===== src/rtl/snake_occ_map_mp_pkg.sv =====
// Shared definitions for the multi-player snake occupancy map.
//   - default coordinate widths and grid size
//   - owner encoding: OWNER_EMPTY for a free cell, p+1 for player p
//   - FSM state encoding
//   - {x,y} pack/unpack helpers (x in the upper bits, y in the lower bits)
package snake_occ_map_mp_pkg;

  localparam int DEF_XW     = 6;
  localparam int DEF_YW     = 5;
  localparam int DEF_GRID_W = 40;
  localparam int DEF_GRID_H = 30;

  localparam int OWNER_EMPTY = 0;

  typedef enum logic [2:0] {
    ST_CLEAR,
    ST_IDLE,
    ST_CHECK,
    ST_POP,
    ST_PUSH,
    ST_DONE
  } state_t;

  function automatic int owner_code(input int p);
    return p + 1;
  endfunction

  function automatic logic [DEF_XW+DEF_YW-1:0] xy_pack(input logic [DEF_XW-1:0] x,
                                                       input logic [DEF_YW-1:0] y);
    return {x, y};
  endfunction

  function automatic logic [DEF_XW-1:0] xy_x(input logic [DEF_XW+DEF_YW-1:0] xy);
    return xy[DEF_XW+DEF_YW-1:DEF_YW];
  endfunction

  function automatic logic [DEF_YW-1:0] xy_y(input logic [DEF_XW+DEF_YW-1:0] xy);
    return xy[DEF_YW-1:0];
  endfunction

endpackage


===== src/rtl/snake_occ_map_mp_if.sv =====
// Bus between the snake game logic (master) and the occupancy map (slave).
//   master drives: clear_req, tick, ply_* player vectors, q_x/q_y draw query
//   slave drives : busy, done, hit, hit_self, tick_drop, q_owner, q_body_on
// Player p occupies slice p of every per-player vector.
interface snake_occ_map_mp_if
  import snake_occ_map_mp_pkg::*;
#(
  parameter int XW  = DEF_XW,
  parameter int YW  = DEF_YW,
  parameter int NP  = 2,
  parameter int IDW = 3
);
  logic                  clear_req;
  logic                  tick;
  logic [NP*(XW+YW)-1:0] ply_next_xy;
  logic [NP*(XW+YW)-1:0] ply_tail_xy;
  logic [NP-1:0]         ply_eat;
  logic [NP-1:0]         ply_tail_valid;
  logic [NP-1:0]         ply_alive;
  logic                  busy;
  logic                  done;
  logic [NP-1:0]         hit;
  logic [NP-1:0]         hit_self;
  logic                  tick_drop;
  logic [XW-1:0]         q_x;
  logic [YW-1:0]         q_y;
  logic [IDW-1:0]        q_owner;
  logic                  q_body_on;

  modport master (
    output clear_req, tick, ply_next_xy, ply_tail_xy, ply_eat, ply_tail_valid, ply_alive,
           q_x, q_y,
    input  busy, done, hit, hit_self, tick_drop, q_owner, q_body_on
  );

  modport slave (
    input  clear_req, tick, ply_next_xy, ply_tail_xy, ply_eat, ply_tail_valid, ply_alive,
           q_x, q_y,
    output busy, done, hit, hit_self, tick_drop, q_owner, q_body_on
  );
endinterface


===== src/rtl/snake_occ_map_mp_occ_ram.sv =====
// Occupancy storage, one owner ID per grid cell.
//   Port A (FSM): asynchronous read, synchronous write, shared address.
//   Port B (draw query): registered read, one cycle latency.
// Contents are not reset; the map FSM clears them with its sweep.
module snake_occ_map_mp_occ_ram #(
  parameter int DEPTH = 1200,
  parameter int AW    = 11,
  parameter int IDW   = 3
)(
  input  logic           clk,
  input  logic           we_a,
  input  logic [AW-1:0]  addr_a,
  input  logic [IDW-1:0] wdata_a,
  output logic [IDW-1:0] rdata_a,
  input  logic [AW-1:0]  addr_b,
  output logic [IDW-1:0] rdata_b
);
  logic [IDW-1:0] mem [DEPTH];

  always_ff @(posedge clk) begin
    if (we_a) mem[addr_a] <= wdata_a;
  end

  assign rdata_a = mem[addr_a];

  always_ff @(posedge clk) begin
    rdata_b <= mem[addr_b];
  end
endmodule


===== src/rtl/snake_occ_map_mp.sv =====
// Multi-player grid occupancy map.
// Each game tick walks all players three times (CHECK, POP, PUSH, one player
// per cycle in ascending order) against a single-port view of the map, then
// pulses done with per-player hit / hit_self. A separate registered read port
// serves the renderer. After reset, or on clear_req, every cell is zeroed.
// Ports: clk, reset (async, active-high), bus (snake_occ_map_mp_if.slave).
// Build option: define SNAKE_HEADHEAD_EN to make two alive players whose new
// heads land on the same cell both collide (neither head is written).
// Without it both heads are written and the higher index owns the cell.
module snake_occ_map_mp
  import snake_occ_map_mp_pkg::*;
#(
  parameter int XW     = DEF_XW,
  parameter int YW     = DEF_YW,
  parameter int GRID_W = DEF_GRID_W,
  parameter int GRID_H = DEF_GRID_H,
  parameter int NP     = 2,
  parameter int IDW    = 3
)(
  input logic               clk,
  input logic               reset,
  snake_occ_map_mp_if.slave bus
);
  localparam int XYW   = XW + YW;
  localparam int CELLS = GRID_W * GRID_H;
  localparam int AW    = $clog2(CELLS);
  localparam int PW    = (NP > 1) ? $clog2(NP) : 1;

  function automatic logic in_grid(input logic [XYW-1:0] xy);
    return (int'(xy[XYW-1:YW]) < GRID_W) && (int'(xy[YW-1:0]) < GRID_H);
  endfunction

  // Off-grid coordinates map to cell 0 so the RAM is never indexed out of range.
  function automatic logic [AW-1:0] cell_addr(input logic [XYW-1:0] xy);
    if (!in_grid(xy)) return '0;
    return AW'(int'(xy[YW-1:0]) * GRID_W + int'(xy[XYW-1:YW]));
  endfunction

  function automatic logic [IDW-1:0] owner_of(input int p);
    return IDW'(owner_code(p));
  endfunction

  state_t             state, state_n;
  logic [AW-1:0]      clr_addr;
  logic [PW-1:0]      p_cnt;
  logic               clr_pend;
  logic               accept, last_p;
  logic [NP-1:0]      hit_acc, hit_self_acc;
  logic [NP-1:0]      hit_q, hit_self_q;
  logic               done_q, tick_drop_q;
  logic               q_ok_p1;

  // Tick shadow: player inputs frozen for the whole tick.
  logic [NP-1:0][XYW-1:0] sh_next, sh_tail;
  logic [NP-1:0]          sh_eat, sh_tv, sh_alive;

  logic [XYW-1:0] cur_next, cur_tail, rd_xy;
  logic [IDW-1:0] cur_own, owner_a, rd_a, rd_b;
  logic [AW-1:0]  ram_addr;
  logic           ram_we;
  logic [IDW-1:0] ram_wdata;
  logic [NP-1:0]  freed_v, hh_v;
  logic           hit_now, self_now;

  assign cur_next = sh_next[p_cnt];
  assign cur_tail = sh_tail[p_cnt];
  assign cur_own  = owner_of(int'(p_cnt));
  assign last_p   = (p_cnt == PW'(NP - 1));

  // POP looks at the tail cell; CHECK and PUSH look at the new head cell.
  assign rd_xy    = (state == ST_POP) ? cur_tail : cur_next;
  assign ram_addr = (state == ST_CLEAR) ? clr_addr : cell_addr(rd_xy);
  assign owner_a  = in_grid(rd_xy) ? rd_a : IDW'(OWNER_EMPTY);

  // A head may enter a cell that its owner vacates this same tick.
  for (genvar q = 0; q < NP; q++) begin : g_cmp
    assign freed_v[q] = sh_alive[q] && !sh_eat[q] && sh_tv[q] &&
                        (sh_tail[q] == cur_next) && (owner_a == owner_of(q));
`ifdef SNAKE_HEADHEAD_EN
    assign hh_v[q] = sh_alive[q] && (int'(p_cnt) != q) && (sh_next[q] == cur_next);
`else
    assign hh_v[q] = 1'b0;
`endif
  end

  assign accept = (state == ST_IDLE) && (state_n == ST_CHECK);

  always_comb begin
    state_n   = state;
    ram_we    = 1'b0;
    ram_wdata = IDW'(OWNER_EMPTY);
    hit_now   = 1'b0;
    self_now  = 1'b0;
    unique case (state)
      ST_CLEAR: begin
        ram_we = 1'b1;
        if (clr_addr == AW'(CELLS - 1)) state_n = ST_IDLE;
      end
      ST_IDLE: begin
        if (bus.clear_req || clr_pend) state_n = ST_CLEAR;
        else if (bus.tick)             state_n = ST_CHECK;
      end
      ST_CHECK: begin
        hit_now  = sh_alive[p_cnt] &&
                   (!in_grid(cur_next) ||
                    ((owner_a != IDW'(OWNER_EMPTY)) && !(|freed_v)) ||
                    (|hh_v));
        self_now = hit_now && (owner_a == cur_own);
        if (last_p) state_n = ST_POP;
      end
      ST_POP: begin
        // Only clear the tail if the player still owns it (another head may have claimed it).
        ram_we = sh_alive[p_cnt] && !sh_eat[p_cnt] && sh_tv[p_cnt] &&
                 in_grid(cur_tail) && (owner_a == cur_own);
        if (last_p) state_n = ST_PUSH;
      end
      ST_PUSH: begin
        ram_wdata = cur_own;
        ram_we    = sh_alive[p_cnt] && !hit_acc[p_cnt] && (sh_tv[p_cnt] || sh_eat[p_cnt]);
        if (last_p) state_n = ST_DONE;
      end
      ST_DONE: begin
        state_n = (clr_pend || bus.clear_req) ? ST_CLEAR : ST_IDLE;
      end
      default: state_n = ST_CLEAR;
    endcase
  end

  always_ff @(posedge clk or posedge reset) begin
    if (reset) begin
      state        <= ST_CLEAR;
      clr_addr     <= '0;
      p_cnt        <= '0;
      clr_pend     <= 1'b0;
      hit_acc      <= '0;
      hit_self_acc <= '0;
      hit_q        <= '0;
      hit_self_q   <= '0;
      done_q       <= 1'b0;
      tick_drop_q  <= 1'b0;
      q_ok_p1      <= 1'b0;
    end else begin
      state    <= state_n;
      clr_addr <= (state == ST_CLEAR && state_n == ST_CLEAR) ? clr_addr + 1'b1 : '0;

      if (state == ST_CHECK || state == ST_POP || state == ST_PUSH)
        p_cnt <= last_p ? '0 : p_cnt + 1'b1;
      else
        p_cnt <= '0;

      // A clear request outside IDLE waits until the current activity finishes.
      if (state != ST_CLEAR && state_n == ST_CLEAR) clr_pend <= 1'b0;
      else if (bus.clear_req && state != ST_IDLE)   clr_pend <= 1'b1;

      if (state == ST_CHECK) begin
        hit_acc[p_cnt]      <= hit_now;
        hit_self_acc[p_cnt] <= self_now;
      end

      if (accept) begin
        hit_q      <= '0;
        hit_self_q <= '0;
      end else if (state == ST_DONE) begin
        hit_q      <= hit_acc;
        hit_self_q <= hit_self_acc;
      end

      done_q      <= (state == ST_DONE);
      tick_drop_q <= bus.tick && !accept;
      q_ok_p1     <= in_grid({bus.q_x, bus.q_y}) && (state != ST_CLEAR);
    end
  end

  always_ff @(posedge clk) begin
    if (accept) begin
      sh_next  <= bus.ply_next_xy;
      sh_tail  <= bus.ply_tail_xy;
      sh_eat   <= bus.ply_eat;
      sh_tv    <= bus.ply_tail_valid;
      sh_alive <= bus.ply_alive;
    end
  end

  snake_occ_map_mp_occ_ram #(
    .DEPTH (CELLS),
    .AW    (AW),
    .IDW   (IDW)
  ) u_occ_ram (
    .clk     (clk),
    .we_a    (ram_we),
    .addr_a  (ram_addr),
    .wdata_a (ram_wdata),
    .rdata_a (rd_a),
    .addr_b  (cell_addr({bus.q_x, bus.q_y})),
    .rdata_b (rd_b)
  );

  // Query stage p1: RAM data qualified by the registered in-grid / not-clearing flag.
  logic [IDW-1:0] q_owner_p1;
  assign q_owner_p1    = q_ok_p1 ? rd_b : IDW'(OWNER_EMPTY);

  assign bus.q_owner   = q_owner_p1;
  assign bus.q_body_on = (q_owner_p1 != IDW'(OWNER_EMPTY));
  assign bus.busy      = (state != ST_IDLE);
  assign bus.done      = done_q;
  assign bus.hit       = hit_q;
  assign bus.hit_self  = hit_self_q;
  assign bus.tick_drop = tick_drop_q;
endmodule


===== src/flat_wrapper.sv =====
// flat-port wrapper written by rule: the top's interface ports become plain ports
module snake_occ_map_mp_flat import snake_occ_map_mp_pkg::*;
#(
  parameter int XW     = DEF_XW,
  parameter int YW     = DEF_YW,
  parameter int GRID_W = DEF_GRID_W,
  parameter int GRID_H = DEF_GRID_H,
  parameter int NP     = 2,
  parameter int IDW    = 3
)
  (clk, reset, bus_clear_req, bus_tick, bus_ply_next_xy, bus_ply_tail_xy, bus_ply_eat, bus_ply_tail_valid, bus_ply_alive, bus_q_x, bus_q_y, bus_busy, bus_done, bus_hit, bus_hit_self, bus_tick_drop, bus_q_owner, bus_q_body_on);
  snake_occ_map_mp_if #(.XW(XW), .YW(YW), .NP(NP), .IDW(IDW)) bus_i ();
  input logic clk;
  input logic reset;
  input wire logic [$bits(bus_i.clear_req)-1:0] bus_clear_req;
  input wire logic [$bits(bus_i.tick)-1:0] bus_tick;
  input wire logic [$bits(bus_i.ply_next_xy)-1:0] bus_ply_next_xy;
  input wire logic [$bits(bus_i.ply_tail_xy)-1:0] bus_ply_tail_xy;
  input wire logic [$bits(bus_i.ply_eat)-1:0] bus_ply_eat;
  input wire logic [$bits(bus_i.ply_tail_valid)-1:0] bus_ply_tail_valid;
  input wire logic [$bits(bus_i.ply_alive)-1:0] bus_ply_alive;
  input wire logic [$bits(bus_i.q_x)-1:0] bus_q_x;
  input wire logic [$bits(bus_i.q_y)-1:0] bus_q_y;
  output wire logic [$bits(bus_i.busy)-1:0] bus_busy;
  output wire logic [$bits(bus_i.done)-1:0] bus_done;
  output wire logic [$bits(bus_i.hit)-1:0] bus_hit;
  output wire logic [$bits(bus_i.hit_self)-1:0] bus_hit_self;
  output wire logic [$bits(bus_i.tick_drop)-1:0] bus_tick_drop;
  output wire logic [$bits(bus_i.q_owner)-1:0] bus_q_owner;
  output wire logic [$bits(bus_i.q_body_on)-1:0] bus_q_body_on;
  assign bus_i.clear_req = bus_clear_req;
  assign bus_i.tick = bus_tick;
  assign bus_i.ply_next_xy = bus_ply_next_xy;
  assign bus_i.ply_tail_xy = bus_ply_tail_xy;
  assign bus_i.ply_eat = bus_ply_eat;
  assign bus_i.ply_tail_valid = bus_ply_tail_valid;
  assign bus_i.ply_alive = bus_ply_alive;
  assign bus_i.q_x = bus_q_x;
  assign bus_i.q_y = bus_q_y;
  assign bus_busy = bus_i.busy;
  assign bus_done = bus_i.done;
  assign bus_hit = bus_i.hit;
  assign bus_hit_self = bus_i.hit_self;
  assign bus_tick_drop = bus_i.tick_drop;
  assign bus_q_owner = bus_i.q_owner;
  assign bus_q_body_on = bus_i.q_body_on;
  snake_occ_map_mp #(.XW(XW), .YW(YW), .GRID_W(GRID_W), .GRID_H(GRID_H), .NP(NP), .IDW(IDW)) u_core (.clk(clk), .reset(reset), .bus(bus_i));
endmodule

===== config.mk =====
export PLATFORM = sky130hd
export DESIGN_NAME = snake_occ_map_mp_flat
export DESIGN_NICKNAME = d
export VERILOG_FILES = /design/src/rtl/snake_occ_map_mp_pkg.sv /design/src/rtl/snake_occ_map_mp_if.sv /design/src/rtl/snake_occ_map_mp_occ_ram.sv /design/src/rtl/snake_occ_map_mp.sv /design/src/flat_wrapper.sv
export SDC_FILE = /design/constraint.sdc
export NUM_CORES = 2
export LEC_CHECK = 0
export CAP_MARGIN = 20
export CORE_MARGIN = 2
export CORE_UTILIZATION = 50
export CTS_CLUSTER_SIZE = 30
export DETAILED_ROUTE_END_ITERATION = 10
export HOLD_SLACK_MARGIN = 0.06
export PLACE_DENSITY = 0.64
export SLEW_MARGIN = 20
export SYNTH_ARGS = -nofsm -noshare
export SYNTH_HDL_FRONTEND = slang
export SYNTH_HIERARCHICAL = 1
export SYNTH_SLANG_ARGS = --single-unit

===== constraint.sdc =====
create_clock -name clk -period 107.5 [get_ports clk]
set_input_delay 16.125 -clock clk [delete_from_list [all_inputs] [get_ports clk]]
set_output_delay 16.125 -clock clk [all_outputs]
set_load 0.03 [all_outputs]

==> impl_metrics.py <==
metrics = {
    "place": {
        "pre_cts_ws_ps": 83350,
        "finalWeightedCongestion": 0.918,
        "hpwl_um": 373000,
        "io_buffers": 75,
    },
    "floorplan": {
        "dieArea_sq_um": 354000,
        "die_x_um": 595,
        "start_util_pct": 50.3,
        "ios": 76,
        "die_h_um": 595,
        "coreArea_sq_um": 347000,
        "rows": 216,
    },
    "timing": {
        "fmax_mhz": 42.8,
        "tightest_slew_ps": 1270,
        "finalCriticalPeriod_ps": 23350,
        "skew_ps": 67.6,
        "rsz0062_at_grt": "no",
        "maxSlewHeadroom_pct": 15.2,
        "slew_viol_final": 0,
        "setup_tns_ps": 0,
        "hold_violations": 0,
        "final-setup-viol-count": 0,
        "fin_crit_sh_pct": 21.7,
        "setup_slack_ps": 84150,
    },
    "yosys": {
        "yosys_most_used_dff": "edfxtp_1",
        "netlist_area_sq_um": 174000,
        "synth-simple-area-share_pct": 4.45,
        "seq_area_frac_synth_pct": 63.2,
        "async_flop_share_pct": 0.734,
        "synthMuxAreaShare_pct": 25.6,
        "synth_fa_ha_area_share_pct": 0.182,
        "syn_inst": 9487,
        "synth-edff-count": 3650,
        "synth-seq-cells": 3680,
        "yosys_warnings": 6,
        "synth_top_family_by_area": "multiplexers",
        "synth_compound_area_share_pct": 3.88,
        "avgSynthCellArea_sq_um": 18.4,
        "synth.distinct_cells": 85,
        "yosys.area_share.xor_xnor_pct": 0.221,
    },
    "worst_hold_path": {
        "hp-class": "reg -> reg",
    },
    "clocking": {
        "cts.sinks": 3680,
        "cts-root-buf": "clkbuf_16",
        "path_clk_slew_ps": 60,
        "cts_buffer_depth": 4,
        "cts_hold_buf": 0,
        "worstSkewPairLatency_ps": 990,
        "htreeDepth": 5,
        "cts_tree": "built",
        "cts_made_buffers": 387,
        "postCtsResizedCells": 0,
        "post-cts-setup-buffers": 0,
    },
    "global_routing": {
        "grt.busiest_layer": "met2",
        "antenna_found_initial": 42,
        "grt_util_met1_pct": 43.2,
        "grt_pass1_wl_um": 821000,
        "gr-usage-met2_pct": 50.4,
        "overflow": 0,
        "grt_util_all_layers_pct": 33.1,
        "grt_max_degree": 188,
        "grt_util_met3_pct": 9.40,
        "grt_pass1_vias": 106000,
    },
    "pwr": {
        "p_leak_nw": 57.9,
        "pwr_density_cell_nw_per_um2": 22.6,
        "peakVddDrop_mv": 0.0270,
    },
    "routing": {
        "routed_wl_um": 586000,
        "vias": 106000,
        "ant_nets": 0,
        "wl_per_cell_um": 37.8,
        "dr.pass1.iters": 8,
        "via_per_inst": 6.85,
        "drc": 0,
        "drt_iter0_drc": 16500,
    },
    "worst_setup_path": {
        "crit_type": "in -> reg",
        "path_max_fanout": 46,
        "critPathCaptureType": "register",
        "required_ps": 108320,
        "start_kind": "input port",
        "arrival_ps": 24170,
    },
    "final_layout": {
        "layout-area-overhead-vs-synth_pct": 13.0,
        "final_cell_mix": "edfxtp_1, mux4_2, nor2_1, conb_1, a22oi_1",
        "drive_gt1_share_pct": 26.3,
        "nFillCells": 26000,
        "layout.nets": 10700,
        "final_common_cell": "edfxtp_1",
    },
    "status": {
        "outcome": "finished, final reports clean",
    },
    "run": {
        "drv_cap": 0,
    },
}
==> power breakdown <==
part           switching, mW  total [mW]  internal (mW)
combinational          0.982        1.52          0.534
sequential           0.00706        1.59           1.58
clock                  0.578        1.36          0.783
total                   1.57        4.46           2.89
==> cell type report <==
cell class	instances	area, sq um	area share [%]
antenna	28	70.1	0.0355
multi-input combinational	6135	65000	32.9
clock inverter	261	2580	1.31
inverter	21	87.6	0.0444
timing repair buffer	364	3240	1.64
clock buffer	453	10100	5.15
tap	4578	5730	2.91
sequential	3680	110000	56.0
==> per-layer routing <==
layer | vias up | part of all wire [%] | wire length, um
li1 | 41200 | - | -
met1 | 55600 | 34 | 200000
met2 | 8021 | 46 | 269000
met3 | 1482 | 13 | 78700
met4 | 26 | 6.5 | 38100
met5 | - | 0.031 | 181
==> metrics by stage <==
stage               util (%)  cells  area (sq um)  hold WS [ps]  power [mW]
floorplan                  -  10700        179000           442        2.52
global placement        53.1  14800        184000           478        3.09
detailed placement      53.1  14800        184000           485        3.10
CTS                     56.8  15500        197000           499        4.44
global route            56.8  15500        197000           522        4.55
finish                  56.9  15500        197000           498        4.46
==> worst max-delay path: stages <==
cell             delay [ps]
clkdlybuf4s50_1         480
o21ai_0                 520
and3_4                  600
buf_16                  270
buf_4                   460
buf_4                   680
buf_4                   850
buf_4                   770
mux4_2                  600
mux4_2                  490
a21oi_1                 160
nand4_1                 320
a32o_1                  390
nor4_1                  960
o221ai_1                270
==> state kept, by name, summed over array words and instances (netlist names), 3 cells and up <==
register,flops
u_core/u_occ_ram/rdata_b,3
u_core/state,3
u_core/sh_next,22
u_core/clr_addr,11
u_core/u_occ_ram/mem,3600
u_core/sh_tail,22
==> worst paths after layout <==
| kind | from | endpoint | slack [ps] | cells after the start |
|---|---|---|---|---|
| max in group asynchronous | reset | u_core/last_p$_DFF_PP0_ | 91570 | 3 |
| max reg2reg | u_core/state[1]$_DFF_PP0_ | u_core/u_occ_ram/mem[269][1]$_DFFE_PP_ | 92760 | 27 |
| min reg2reg | u_core/clr_pend$_DFFE_PP0P_ | u_core/clr_pend$_DFFE_PP0P_ | 500 | 2 |
| max | bus_q_x[4] | u_core/u_occ_ram/rdata_b[2]$_DFF_P_ | 84150 | 15 |
| min | u_core/clr_pend$_DFFE_PP0P_ | u_core/clr_pend$_DFFE_PP0P_ | 500 | 2 |
| min in group asynchronous | reset | u_core/bus.tick_drop$_DFF_PP0_ | 15570 | 3 |
==> logic make-up (layout without fill, tap and decap cells) <==
logic type,Yosys count,after routing
other,1,1228
AOI/OAI and AO/OA,916,916
xor gates and xnor gates,44,44
DFF,3680,3680
adders and majority gates,23,23
muxes,2122,2122
and+or+nand+nor,1830,1830
buffers and inverters,871,1099
==> cell usage after synthesis, types with 35 or more instances <==
| cell type | n | area share (%) |
|---|---|---|
| buf_2 | 218 | 0.63 |
| xnor2_1 | 36 | 0.18 |
| buf_6 | 57 | 0.37 |
| o22ai_1 | 43 | 0.15 |
| nor2b_1 | 35 | 0.13 |
| a22oi_1 | 502 | 2.2 |
| o221ai_1 | 77 | 0.39 |
| clkbuf_1 | 465 | 1.0 |
| edfxtp_1 | 3650 | 63 |
| nand4_1 | 124 | 0.44 |
| buf_4 | 42 | 0.18 |
| o21ai_0 | 45 | 0.13 |
| mux4_2 | 1861 | 24 |
| mux2i_1 | 236 | 1.4 |
| nor2_1 | 1263 | 2.7 |
| a21oi_1 | 66 | 0.19 |
| nand3_1 | 43 | 0.12 |
| nand2_1 | 223 | 0.48 |
| buf_1 | 54 | 0.12 |
Note: power is estimated with default switching activity, not from simulation.
